==> src/rtl/hazard_ctrl.sv <==
// rtl/hazard_ctrl.sv - hazard detection, forwarding select and mult/div sequencing for the 5-stage MIPS pipeline
// Keeps a shadow pipeline of dst/Tnew tags for E, M, W and derives stalls and forward selects.
module hazard_ctrl #(
  parameter int MULT_CYCLES = 5,
  parameter int DIV_CYCLES  = 10
) (
  input  logic       Clk,
  input  logic       Reset,
  input  logic [4:0] D_rs,
  input  logic [4:0] D_rt,
  input  logic [1:0] D_Tuse_rs,
  input  logic [1:0] D_Tuse_rt,
  input  logic [4:0] D_dst,
  input  logic [1:0] D_Tnew,
  input  logic       D_md_start,
  input  logic       D_md_div,
  input  logic       D_md_use,
  output logic [2:0] Forward_RS_D_src,
  output logic [2:0] Forward_RT_D_src,
  output logic [1:0] Forward_RS_E_src,
  output logic [1:0] Forward_RT_E_src,
  output logic       Forward_RT_M_src,
  output logic       PauseF,
  output logic       PauseD,
  output logic       ClearE,
  output logic       md_busy
);

  localparam int MAX_CYCLES = (DIV_CYCLES > MULT_CYCLES) ? DIV_CYCLES : MULT_CYCLES;
  localparam int CNT_W      = $clog2(MAX_CYCLES + 1);

  logic [4:0]       E_dst, E_rs, E_rt, M_dst, M_rt, W_dst;
  logic [1:0]       E_Tnew, M_Tnew;
  logic             E_md_start, E_md_div;
  logic [CNT_W-1:0] md_cnt;

  logic stall_rs, stall_rt, stall_md, stall;

  // A consumer must wait while a producer in E or M still needs more cycles than the consumer can spare.
  function automatic logic reg_hazard(
    input logic [4:0] r,
    input logic [1:0] tuse,
    input logic [4:0] e_d,
    input logic [1:0] e_t,
    input logic [4:0] m_d,
    input logic [1:0] m_t
  );
    return (tuse != 2'd3) && (r != 5'd0) &&
           ((e_d == r && e_t > tuse) || (m_d == r && m_t > tuse));
  endfunction

  function automatic logic [2:0] fwd_d(
    input logic [4:0] r,
    input logic [4:0] e_d,
    input logic [1:0] e_t,
    input logic [4:0] m_d,
    input logic [1:0] m_t,
    input logic [4:0] w_d
  );
    if (r == 5'd0)                     return 3'd0;
    else if (e_d == r && e_t == 2'd0)  return 3'd1;
    else if (m_d == r && m_t == 2'd0)  return 3'd2;
    else if (w_d == r)                 return 3'd3;
    else                               return 3'd0;
  endfunction

  function automatic logic [1:0] fwd_e(
    input logic [4:0] r,
    input logic [4:0] m_d,
    input logic [1:0] m_t,
    input logic [4:0] w_d
  );
    if (r != 5'd0 && m_d == r && m_t == 2'd0) return 2'd1;
    else if (r != 5'd0 && w_d == r)           return 2'd2;
    else                                      return 2'd0;
  endfunction

  always_comb begin
    md_busy  = (md_cnt != '0);
    stall_rs = reg_hazard(D_rs, D_Tuse_rs, E_dst, E_Tnew, M_dst, M_Tnew);
    stall_rt = reg_hazard(D_rt, D_Tuse_rt, E_dst, E_Tnew, M_dst, M_Tnew);
    // HI/LO readers also wait for the cycle the mult/div sits in E, before md_cnt is loaded.
    stall_md = D_md_use && (md_busy || E_md_start);
    stall    = stall_rs | stall_rt | stall_md;
    PauseF   = stall;
    PauseD   = stall;
    ClearE   = stall;
    Forward_RS_D_src = fwd_d(D_rs, E_dst, E_Tnew, M_dst, M_Tnew, W_dst);
    Forward_RT_D_src = fwd_d(D_rt, E_dst, E_Tnew, M_dst, M_Tnew, W_dst);
    Forward_RS_E_src = fwd_e(E_rs, M_dst, M_Tnew, W_dst);
    Forward_RT_E_src = fwd_e(E_rt, M_dst, M_Tnew, W_dst);
    Forward_RT_M_src = (M_rt != 5'd0) && (W_dst == M_rt);
  end

  always_ff @(posedge Clk or posedge Reset) begin
    if (Reset) begin
      E_dst      <= '0;
      E_Tnew     <= '0;
      E_rs       <= '0;
      E_rt       <= '0;
      E_md_start <= 1'b0;
      E_md_div   <= 1'b0;
      M_dst      <= '0;
      M_Tnew     <= '0;
      M_rt       <= '0;
      W_dst      <= '0;
      md_cnt     <= '0;
    end else begin
      if (stall) begin
        E_dst      <= '0;
        E_Tnew     <= '0;
        E_rs       <= '0;
        E_rt       <= '0;
        E_md_start <= 1'b0;
        E_md_div   <= 1'b0;
      end else begin
        E_dst      <= D_dst;
        E_Tnew     <= D_Tnew;
        E_rs       <= D_rs;
        E_rt       <= D_rt;
        E_md_start <= D_md_start;
        E_md_div   <= D_md_div;
      end
      M_dst  <= E_dst;
      M_Tnew <= (E_Tnew == 2'd0) ? 2'd0 : E_Tnew - 2'd1;
      M_rt   <= E_rt;
      W_dst  <= M_dst;
      if (E_md_start)
        md_cnt <= E_md_div ? CNT_W'(DIV_CYCLES) : CNT_W'(MULT_CYCLES);
      else if (md_cnt != '0)
        md_cnt <= md_cnt - CNT_W'(1);
    end
  end

endmodule

==> config.mk <==
export PLATFORM = sky130hd
export DESIGN_NAME = hazard_ctrl
export DESIGN_NICKNAME = d
export VERILOG_FILES = /design/src/rtl/hazard_ctrl.sv
export SDC_FILE = /design/constraint.sdc
export NUM_CORES = 1
export LEC_CHECK = 0
export ABC_AREA = 1
export BUFFER_PORTS_ARGS = -buffer_cell sky130_fd_sc_hd__buf_2
export CAP_MARGIN = 20
export CELL_PAD_IN_SITES_DETAIL_PLACEMENT = 1
export CELL_PAD_IN_SITES_GLOBAL_PLACEMENT = 1
export CORE_ASPECT_RATIO = 0.75
export CORE_UTILIZATION = 37
export CTS_CLUSTER_DIAMETER = 120
export DETAILED_ROUTE_END_ITERATION = 10
export PLACE_DENSITY_LB_ADDON = 0.12
export SLEW_MARGIN = 25
export SYNTH_ARGS = -nofsm -noshare
export SYNTH_HDL_FRONTEND = slang
export SYNTH_SLANG_ARGS = --single-unit
export TNS_END_PERCENT = 10
==> constraint.sdc <==
create_clock -name Clk -period 1.45 [get_ports Clk]
set_input_delay 0.145 -clock Clk [delete_from_list [all_inputs] [get_ports Clk]]
set_output_delay 0.145 -clock Clk [all_outputs]
set_load 0.02 [all_outputs]
Word-level counts from Yosys, hierarchy flattened --
Index checks and enable logic that the tools add are counted.
Storage, ports and cells: register bits after elaboration 40, output and inout bits 15, word-level logic and storage cells 88
Cells by class: equality and inequality tests 13, reductions and logical operators 34, $add $sub $neg 2, $lt $le $gt $ge 4, bitwise operators 2, multiplexer cells 22
Operator list (number):
- equality test 5 bit | 11
- two-way mux 2 bit | 14
- nonzero test 5 bit | 5
- logical AND 1 bit | 20
- two-way mux 5 bit | 3
- two-way mux 4 bit | 3
- zero test 5 bit | 2
- > comparator 2 bit | 4
- zero test 2 bit | 2
- != test 2 bit, second input constant | 2
- nonzero test 4 bit | 1
- subtractor 4 x 1 -> 4 bit, second input constant | 1
- logical OR 1 bit | 3
- two-way mux 1 bit | 2
- OR 1 bit | 2
- nonzero test 2 bit | 1
- subtractor 2 x 1 -> 2 bit, second input constant | 1

Depth between registers and ports, before layout --
Gate-level depths: netlist (run 1).
word-level depth 7, mapped depth 11

Worst setup path before layout (run 1) --
OpenSTA, ideal clock, no wires.
path kind flip-flop to output port, from register M_Tnew[1], to output Forward_RS_E_src[1], required time 1305 ps, slack -518 ps, cell stages (with the launch flop) 7, path buffers 1, arrival time 1823 ps, cell sequence dfrtp_1 or2_1 buf_2 nor2_1 nand4_1 nor4_1 nor2_1
Between the ends: cells in the longest elaborated chain, start to end 3
Ends and longest elaborated chain:
- start: declaration | line 33 | logic [1:0] E_Tnew, M_Tnew;
- start signal: assignment | line 125 | M_Tnew <= (E_Tnew == 2'd0) ? 2'd0 : E_Tnew - 2'd1;
- zero test 2 bit | line 73 | if (r != 5'd0 && m_d == r && m_t == 2'd0) return 2'd1;
- logical AND 1 bit | line 73
- two-way mux 2 bit | line 73
- end: declaration | line 20 | output logic [1:0] Forward_RS_E_src,
Every way passes these cells.

Worst setup path after layout (run 1) --
from register M_Tnew[1], to output PauseD
Between the ends: cells in the longest elaborated chain, start to end 6, elaborated cells on any way between the ends 10
Ends and longest elaborated chain:
- > comparator 2 bit | line 49 | ((e_d == r && e_t > tuse) || (m_d == r && m_t > tuse));
- logical AND 1 bit | line 49
- logical OR 1 bit | line 49
- logical AND 1 bit | line 48 | return (tuse != 2'd3) && (r != 5'd0) &&
- OR 1 bit (*) (2 in series) | line 84 | stall = stall_rs | stall_rt | stall_md;
- end: declaration | line 24 | output logic PauseD,
Mark *: on every way between the ends. The rest lies on a longest branch, timed or not.

==> metrics.log, run 1 <==
[metrics] outcome: finished with violations
[metrics] failing checks: negative hold slack, negative setup slack
[metrics] Reg-to-Reg Start: E_Tnew[1]
[metrics] Arr. time, crit path: 1700 ps
[metrics] Port Buffer Count: 38
[metrics] TritonCTS clock tree: done
[metrics] # clock sinks: 40
[metrics] drt total wl: 7220 um
[metrics] type of the tightest min-delay check: in2async
[metrics] CP Data Required Time: 1310 ps
[metrics] via count of the first global-routing pass: 2,350
[metrics] CTS Hold Bufs: 0
[metrics] final core occ: 0.518
[metrics] Synth cell types: 27
[metrics] Inserted Diodes: 0
[metrics] dpl ws: -308 ps
[metrics] max-slew violation count: 0
[metrics] FILL cells: 794
[metrics] maximum count of clock buffers along a single path: 2
[metrics] Synth Register Bits: 40
[metrics] area occupied by multi-input gates: 0.00137 mm^2
[metrics] final setup slack of the worst path: -395 ps
[metrics] Chip Width: 96.9 um
[metrics] mean instance size in the synthesized netlist: 7.64 um^2
[metrics] Vert. Die Dim: 73.2 um
[metrics] CTS buffer count: 5
[metrics] number of vias per cell after detailed routing: 4.68
[metrics] number of max-capacitance violations reported: 0
[metrics] crit-path max FO: 4
[metrics] Highest Clock Rate: 542 MHz
[metrics] Setup violations, final: 31
[metrics] leakage dissipation: 1.75 nW
[metrics] min cycle time layout: 1850 ps
[metrics] number of detailed-route iterations in the first pass: 4
[metrics] core footprint: 0.00641 mm^2
[metrics] worst clock skew on the final layout: 2.62 ps
[metrics] number of nets with antenna violations after routing: 0
[metrics] number of synthesis warnings: 0
[metrics] total grt overflow: 0
[metrics] Post-route DRC: 0
[metrics] overall fraction of global-route tracks in use: 0.219
[metrics] worst slew slack as a fraction of its limit: 0.641
[metrics] area growth from synthesis to layout: 33.0%
[metrics] share of the cycle needed by the critical path after routing: 1.27
[metrics] htree depth: 2
[metrics] master cell of the clock root buffer: sky130_fd_sc_hd__clkbuf_8
[metrics] worst setup path class: reg2out
[metrics] count of mapped cells out of synthesis: 327
[metrics] wire length of the first global-routing pass: 11,800 um
[metrics] HPWL after detailed placement: 5810 um
[metrics] PD cells: 1230 mW/mm^2
[metrics] Initial DRC Count: 72
[metrics] Routed wire per std cell: 14.9 um
[metrics] final count of hold timing violations: 35
[metrics] total vias in the final route: 2,266
[metrics] depth of the most critical reg-to-reg path: 10
[metrics] clock latency at the later pin of the worst-skew pair: 280 ps
[metrics] I/O pin count: 41
[metrics] Startpoint Class: flip-flop
[metrics] largest net degree at the start of global routing: 41
[metrics] slew of the pin with the lowest slew margin: 538 ps
[metrics] Reg2Reg Capture Point: E_Tnew[0]
[metrics] GPL Wtd Cong: 0.787
[metrics] RSZ-0062 raised after global routing: true
[metrics] share of layout cells above drive strength 1: 0.340
[metrics] nets@finish: 439
[metrics] sequential element share of the synthesized area: 0.400
[metrics] number of core rows: 25
[metrics] area used by sequential logic in the layout: 0.00101 mm^2
[metrics] crit end category: output port
[metrics] Max IR drop VDD: 0.000494 V
[metrics] initial standard-cell utilization of the core: 0.390
[metrics] antenna violations before repair: 0
[metrics] clock slew at the register clock pins of the worst setup and hold paths: 80 ps
[metrics] post-synthesis instance area: 0.00250 mm^2
[metrics] Min Hold Slack: -19.5 ps
[metrics] die area: 0.00709 mm^2
[metrics] Worst R2R Setup Slack: -330 ps
Yosys cell counts, drive strengths merged:
library cell / count / area (um^2)
nand2: 67 / 251
inv: 57 / 214
nor2: 52 / 200
dfrtp: 40 / 1000
xnor2: 22 / 193
xor2: 12 / 105
buf: 11 / 77.6
nand4: 11 / 68.8
ha: 10 / 125
o21ai: 9 / 45.0
nand3: 7 / 40.0
nor3: 5 / 25.0
nor4: 5 / 37.5
a21oi: 4 / 20.0
or2: 4 / 25.0
a21boi: 3 / 22.5
o211ai: 3 / 22.5
clkbuf: 2 / 10.0
o22ai: 2 / 12.5
conb: 1 / 3.75
layer usage:
layer	wire length, um	GRT usage	part of all wire	up-vias
met3	198	0.0307	0.027	5
li1	-	-	-	1143
met4	40	0.0448	0.0055	0
met2	3260	0.357	0.45	33
met1	3720	0.312	0.52	1085
met5	0	0	0	-
kinds of logic after synthesis:
kind of cell    Yosys count  synth area share
compound gates           21            0.0490
other cells               1           0.00150
flops                    40             0.400
buf+inv                  70             0.121
xor+xnor                 34             0.119
simple gates            151             0.259
fa+ha+maj                10            0.0501
how the worst max path moves through the flow:
stage	to	slack, ps	startpoint
floorplan	PauseD	-130	E_Tnew[1]
global route	PauseD	-530	M_Tnew[1]
CTS	Forward_RS_D_src[0]	-410	W_dst[2]
detailed placement	E_Tnew[0]	-310	M_Tnew[1]
finish	PauseD	-400	M_Tnew[1]
global placement	E_Tnew[0]	-280	M_Tnew[1]
cells in the final DEF (no fill, tap or decap), types with 2 or more instances in the layout:
cell	count
sky130_fd_sc_hd__a21oi_2	3
sky130_fd_sc_hd__buf_2	30
sky130_fd_sc_hd__buf_4	46
sky130_fd_sc_hd__buf_6	5
sky130_fd_sc_hd__clkbuf_8	5
sky130_fd_sc_hd__conb_1	2
sky130_fd_sc_hd__dfrtp_1	32
sky130_fd_sc_hd__dfrtp_2	8
sky130_fd_sc_hd__ha_1	7
sky130_fd_sc_hd__ha_4	3
sky130_fd_sc_hd__inv_1	51
sky130_fd_sc_hd__inv_2	6
sky130_fd_sc_hd__nand2_1	62
sky130_fd_sc_hd__nand2_2	5
sky130_fd_sc_hd__nand3_1	6
sky130_fd_sc_hd__nand4_1	11
sky130_fd_sc_hd__nor2_1	40
sky130_fd_sc_hd__nor2_2	10
sky130_fd_sc_hd__nor2_4	2
sky130_fd_sc_hd__nor3_1	4
sky130_fd_sc_hd__nor4_1	3
sky130_fd_sc_hd__nor4_4	2
sky130_fd_sc_hd__o211ai_1	3
sky130_fd_sc_hd__o21ai_0	9
sky130_fd_sc_hd__or2_2	3
sky130_fd_sc_hd__xnor2_1	19
sky130_fd_sc_hd__xnor2_2	3
sky130_fd_sc_hd__xor2_1	12
state kept, by name, indices dropped and copies added (netlist names):
name,flops
E_dst,5
E_rs,5
E_rt,5
M_dst,5
M_rt,5
W_dst,5
md_cnt,4
E_Tnew,2
M_Tnew,2
E_md_div,1
E_md_start,1
area by class of cell:
| type | count | area share |
|---|---|---|
| repair buffers | 81 | 0.166 |
| well taps | 81 | 0.0305 |
| inverters | 57 | 0.0644 |
| clock buffers | 6 | 0.0218 |
| clock inverters | 1 | 0.00151 |
| multi-input cells | 218 | 0.412 |
| flip-flops and latches | 40 | 0.304 |
critical path, cell delays in order (launching register included):
cell and delay, ps:
sky130_fd_sc_hd__dfrtp_2 450, sky130_fd_sc_hd__ha_4 290, sky130_fd_sc_hd__nand2_2 50, sky130_fd_sc_hd__a21oi_2 110, sky130_fd_sc_hd__nand4_1 100, sky130_fd_sc_hd__nand2_1 90
sky130_fd_sc_hd__nand2_2 60, sky130_fd_sc_hd__nand3_4 130, sky130_fd_sc_hd__buf_6 140
what timing repair did:
item                                    4_1_cts  5_1_grt
gates resized for setup                      38       14
cloned                                        0        0
setup buffers                                 2        0
pin swaps                                     8        4
endpoints found under the setup margin       31       32
stage by stage:
stage               total power [W]  instances  TNS, ps  hold WS (ps)  instance area, um^2
finish                      0.00409        484    -9750         -19.5                 3320
global route                0.00439        484   -13620          29.4                 3320
CTS                         0.00406        484   -10050         0.707                 3270
detailed placement          0.00321        475    -6200           314                 3050
global placement            0.00315        475    -5160           307                 3050
floorplan                   0.00256        328     -690           251                 2560
report_power, final:
| part | total, W | switching, W | leakage [nW] | internal, W |
|---|---|---|---|---|
| clock | 0.000711 | 0.000383 | 0.0410 | 0.000328 |
| sequential | 0.00153 | 0.000211 | 0.501 | 0.00132 |
| combinational | 0.00184 | 0.000974 | 1.21 | 0.000871 |
Power figures use the tool's default switching activity.
==> run 2: changes to the inputs <==
--- a/config.mk
+++ b/config.mk
@@ -5,13 +5,12 @@
 export SDC_FILE = /design/constraint.sdc
 export NUM_CORES = 1
 export LEC_CHECK = 0
-export ABC_AREA = 1
 export BUFFER_PORTS_ARGS = -buffer_cell sky130_fd_sc_hd__buf_2
 export CAP_MARGIN = 20
 export CELL_PAD_IN_SITES_DETAIL_PLACEMENT = 1
 export CELL_PAD_IN_SITES_GLOBAL_PLACEMENT = 1
 export CORE_ASPECT_RATIO = 0.75
-export CORE_UTILIZATION = 37
+export CORE_UTILIZATION = 40
 export CTS_CLUSTER_DIAMETER = 120
 export DETAILED_ROUTE_END_ITERATION = 10
 export PLACE_DENSITY_LB_ADDON = 0.12
==> metrics.log, run 2 <==
[metrics] outcome: finished with violations
[metrics] failing checks: negative setup slack
[metrics] master cell of the clock root buffer: sky130_fd_sc_hd__clkbuf_8
[metrics] clock slew at the register clock pins of the worst setup and hold paths: 80 ps (about the same)
[metrics] HPWL after detailed placement: 5960 um (+2.6%)
[metrics] maximum count of clock buffers along a single path: 2 (unchanged)
[metrics] Vert. Die Dim: 71.5 um (-2.4%)
[metrics] parity-gate share of the synthesized area counting xor and xnor cells: 0.184 (+0.0647)
[metrics] overall fraction of global-route tracks in use: 0.264 (+0.0453)
[metrics] area used by sequential logic in the layout: 0.00100 mm^2 (-0.74%)
[metrics] prevailing post-synth register cell: sky130_fd_sc_hd__dfrtp_1
[metrics] total vias in the final route: 2,486 (+9.7%)
[metrics] htree depth: 2 (unchanged)
[metrics] area growth from synthesis to layout: 43.6%
[metrics] Post-synth top cells: 40 x sky130_fd_sc_hd__dfrtp_1, 30 x sky130_fd_sc_hd__xor2_1, 24 x sky130_fd_sc_hd__xnor2_1, 20 x sky130_fd_sc_hd__o21ai_0
[metrics] buffering stage count on the worst path with inverters included: 1 (unchanged)
[metrics] adder-cell area share of the yosys netlist: 0.0486 (-0.00141)
[metrics] top-count cell post-synth: sky130_fd_sc_hd__dfrtp_1
[metrics] GPL Wtd Cong: 0.796 (+1.1%)
[metrics] area occupied by multi-input gates: 0.00161 mm^2 (+18%)
[metrics] Synth Register Bits: 40 (unchanged)
[metrics] core footprint: 0.00601 mm^2 (-6.3%)
[metrics] Min Hold Slack: 74.4 ps (+93.9 ps)
[metrics] Startpoint Class: flip-flop
[metrics] worst setup path class: reg2out
[metrics] total grt overflow: 0 (unchanged)
[metrics] fraction of synthesized area in multiplexers: 0 (unchanged)
[metrics] Chip Width: 94.6 um (-2.4%)
[metrics] worst clock skew on the final layout: 6.04 ps (+3.42 ps)
[metrics] Setup violations, final: 32 (+3.2%)
[metrics] TritonCTS clock tree: done
[metrics] complex-gate fraction of the synthesized area: 0.117 (+0.0682)
[metrics] post-synthesis instance area: 0.00257 mm^2 (+2.9%)
[metrics] critical-path cell with the highest stage delay: sky130_fd_sc_hd__dfrtp_1
[metrics] mean instance size in the synthesized netlist: 9.97 um^2 (+30%)
[metrics] simple-gate share of the synthesized area: 0.184 (-0.0749)
[metrics] clock latency at the later pin of the worst-skew pair: 310 ps (+30 ps)
[metrics] final setup slack of the worst path: -882 ps (-486 ps)
[metrics] crit-path max FO: 3 (-1)
[metrics] number of detailed-route iterations in the first pass: 5 (+1)
[metrics] CP delay by family, top: simple AND/OR/NAND/NOR gates
[metrics] initial standard-cell utilization of the core: 0.428 (+0.0385)
[metrics] dpl ws: -636 ps (-329 ps)
[metrics] FILL cells: 656 (-17%)
[metrics] antenna violations before repair: 0 (unchanged)
[metrics] cell accounting for the most synthesized area: sky130_fd_sc_hd__dfrtp_1
[metrics] leakage dissipation: 1.68 nW (-4.1%)
[metrics] largest family of logic cells by synthesized area: simple AND/OR/NAND/NOR gates
[metrics] type of the tightest min-delay check: in2reg
[metrics] PD cells: 1200 mW/mm^2 (-2.7%)
[metrics] number of nets with antenna violations after routing: 0 (unchanged)
[metrics] Synth cell types: 42 (+56%)
[metrics] Inserted Diodes: 0 (unchanged)
[metrics] RSZ-0062 raised after global routing: true
[metrics] number of synthesis warnings: 0 (unchanged)
[metrics] largest net degree at the start of global routing: 41 (unchanged)
[metrics] max-slew violation count: 0 (unchanged)
[metrics] CP Data Required Time: 1310 ps (about the same)
[metrics] min cycle time layout: 2330 ps (+486 ps)
[metrics] Max IR drop VDD: 0.000642 V (+30%)
[metrics] commonest non-fill, non-tap cell in the layout: sky130_fd_sc_hd__buf_4
[metrics] drt total wl: 9740 um (+35%)
[metrics] number of vias per cell after detailed routing: 5.75 (+23%)
[metrics] CTS buffer count: 5 (unchanged)
[metrics] Initial DRC Count: 170 (+140%)
[metrics] crit end category: output port
[metrics] async set-reset flop share out of synthesis: 1.00 (unchanged)
[metrics] number of core rows: 24 (-4.0%)
[metrics] accumulated negative setup slack: -19,010 ps (-9260 ps)
[metrics] Highest Clock Rate: 429 MHz (-21%)
[metrics] I/O pin count: 41 (unchanged)
[metrics] Arr. time, crit path: 2190 ps (+490 ps)
[metrics] sequential element share of the synthesized area: 0.389 (-0.0113)
[metrics] Port Buffer Count: 38 (unchanged)
[metrics] number of max-capacitance violations reported: 0 (unchanged)
[metrics] Routed wire per std cell: 22.5 um (+51%)
[metrics] nets@finish: 389 (-11%)
[metrics] slew of the pin with the lowest slew margin: 535 ps (-3.26 ps)
[metrics] commonest cells after routing, fill and taps aside: 69 x sky130_fd_sc_hd__buf_4, 38 x sky130_fd_sc_hd__dfrtp_1, 30 x sky130_fd_sc_hd__xor2_1, 27 x sky130_fd_sc_hd__buf_2, 23 x sky130_fd_sc_hd__xnor2_1
[metrics] share of the cycle needed by the critical path after routing: 1.61 (+0.335)
[metrics] Post-route DRC: 0 (unchanged)
[metrics] number of enable-type register cells in the synthesized netlist: 0 (unchanged)
[metrics] wire length of the first global-routing pass: 13,200 um (+12%)
[metrics] die area: 0.00676 mm^2 (-4.7%)
[metrics] # clock sinks: 40 (unchanged)
[metrics] share of layout cells above drive strength 1: 0.480 (+0.140)
[metrics] worst slew slack as a fraction of its limit: 0.643 (+0.00218)
[metrics] leading cell types by total area after synthesis: sky130_fd_sc_hd__dfrtp_1 39%, sky130_fd_sc_hd__xor2_1 10%, sky130_fd_sc_hd__xnor2_1 8.2%, sky130_fd_sc_hd__ha_1 4.9%, sky130_fd_sc_hd__nor4_2 4.9%
[metrics] final count of hold timing violations: 0 (-100%)
[metrics] via count of the first global-routing pass: 2,475 (+5.3%)
[metrics] cells traversed along the worst timing path: xor2_1 -> nor2_1 -> nand4_1 -> a2111oi_4 -> or4_4 -> buf_6
[metrics] largest stage delay on the critical path: 460 ps (about the same)
[metrics] share of the synthesized area in the top cell type: 0.389 (-0.0113)
[metrics] count of mapped cells out of synthesis: 258 (-21%)
## run 2: changes by cell type in the layout (fill, tap and decap cells not counted), sizes merged, moves of 4 or more
cell and delta:
a21oi +4, buf +28, inv -43, nand2 -63, nand4 -8, nor2 -43, nor4 +19, o21ai +17
or2 -4, or4 +5, xor2 +18
## run 2: report_power, final
| group | switching [W] | internal, W | leakage (nW) | total, W |
|---|---|---|---|---|
| clock | 0.000434 | 0.000563 | 0.0614 | 0.000998 |
| sequential | 0.000165 | 0.00129 | 0.508 | 0.00145 |
| combinational | 0.00103 | 0.000941 | 1.11 | 0.00197 |
## run 2: worst paths after layout
kind | start | to | slack [ps] | depth (start not counted)
worst max-delay path | M_dst[0] | PauseD | -880 | 6
worst min-delay path | D_dst[1] | E_dst[1] | 70 | 3
worst max register to register | M_dst[0] | E_dst[0] | -570 | 6
worst min register to register | E_dst[4] | M_dst[4] | 450 | 0
max in group asynchronous | Reset | E_Tnew[1] | 550 | 4
min in group asynchronous | Reset | E_rt[1] | 500 | 4
## run 2: cell type report
type / count / share of cell area
Clock buffer: 6 / 0.0224
Clock inverter: 2 / 0.0105
Inverter: 14 / 0.0142
Multi-Input combinational cell: 182 / 0.436
Sequential cell: 40 / 0.272
Tap cell: 78 / 0.0264
Timing Repair Buffer: 110 / 0.219
## run 2: what timing repair did
action	in CTS	in global routing
pin swaps	6	8
cloned	0	0
hold endpoints to repair	40	0
buffers inserted	5	2
resized for setup	30	39
hold buffers	1	0
setup endpoints to repair	32	33
## run 2: cell families after synthesis
kind of cell / Yosys count
xor gates and xnor gates: 54
other: 1
adders and majority gates: 10
DFF: 40
buffers and inverters: 37
and+or+nand+nor: 68
AOI/OAI and AO/OA: 48
## run 2: through the flow
stage	util	power [W]	std cells	instance area (um^2)
6_report	0.615	0.00442	432	3690
2_1_floorplan	-	0.00240	259	2640
4_1_cts	0.596	0.00416	430	3580
3_3_place_gp	0.549	0.00298	416	3300
5_1_grt	0.615	0.00460	432	3690
3_5_place_dp	0.549	0.00307	416	3300
## run 2: metal layers
| metal | global-route usage | vias to the layer above | share of wire |
|---|---|---|---|
| li1 | - | 1100 | - |
| met2 | 0.403 | 105 | 0.48 |
| met4 | 0.0589 | 0 | 0.018 |
| met1 | 0.396 | 1260 | 0.44 |
| met3 | 0.0393 | 21 | 0.061 |
| met5 | 0 | - | 0 |
## run 2: worst reg2reg max path, delay by kind of cell (launching register included)
family | cells | cell delay (ps)
compound gates | 1 | 360
flops | 1 | 460
xor+xnor | 1 | 180
buf+inv | 1 | 290
simple gates | 3 | 620
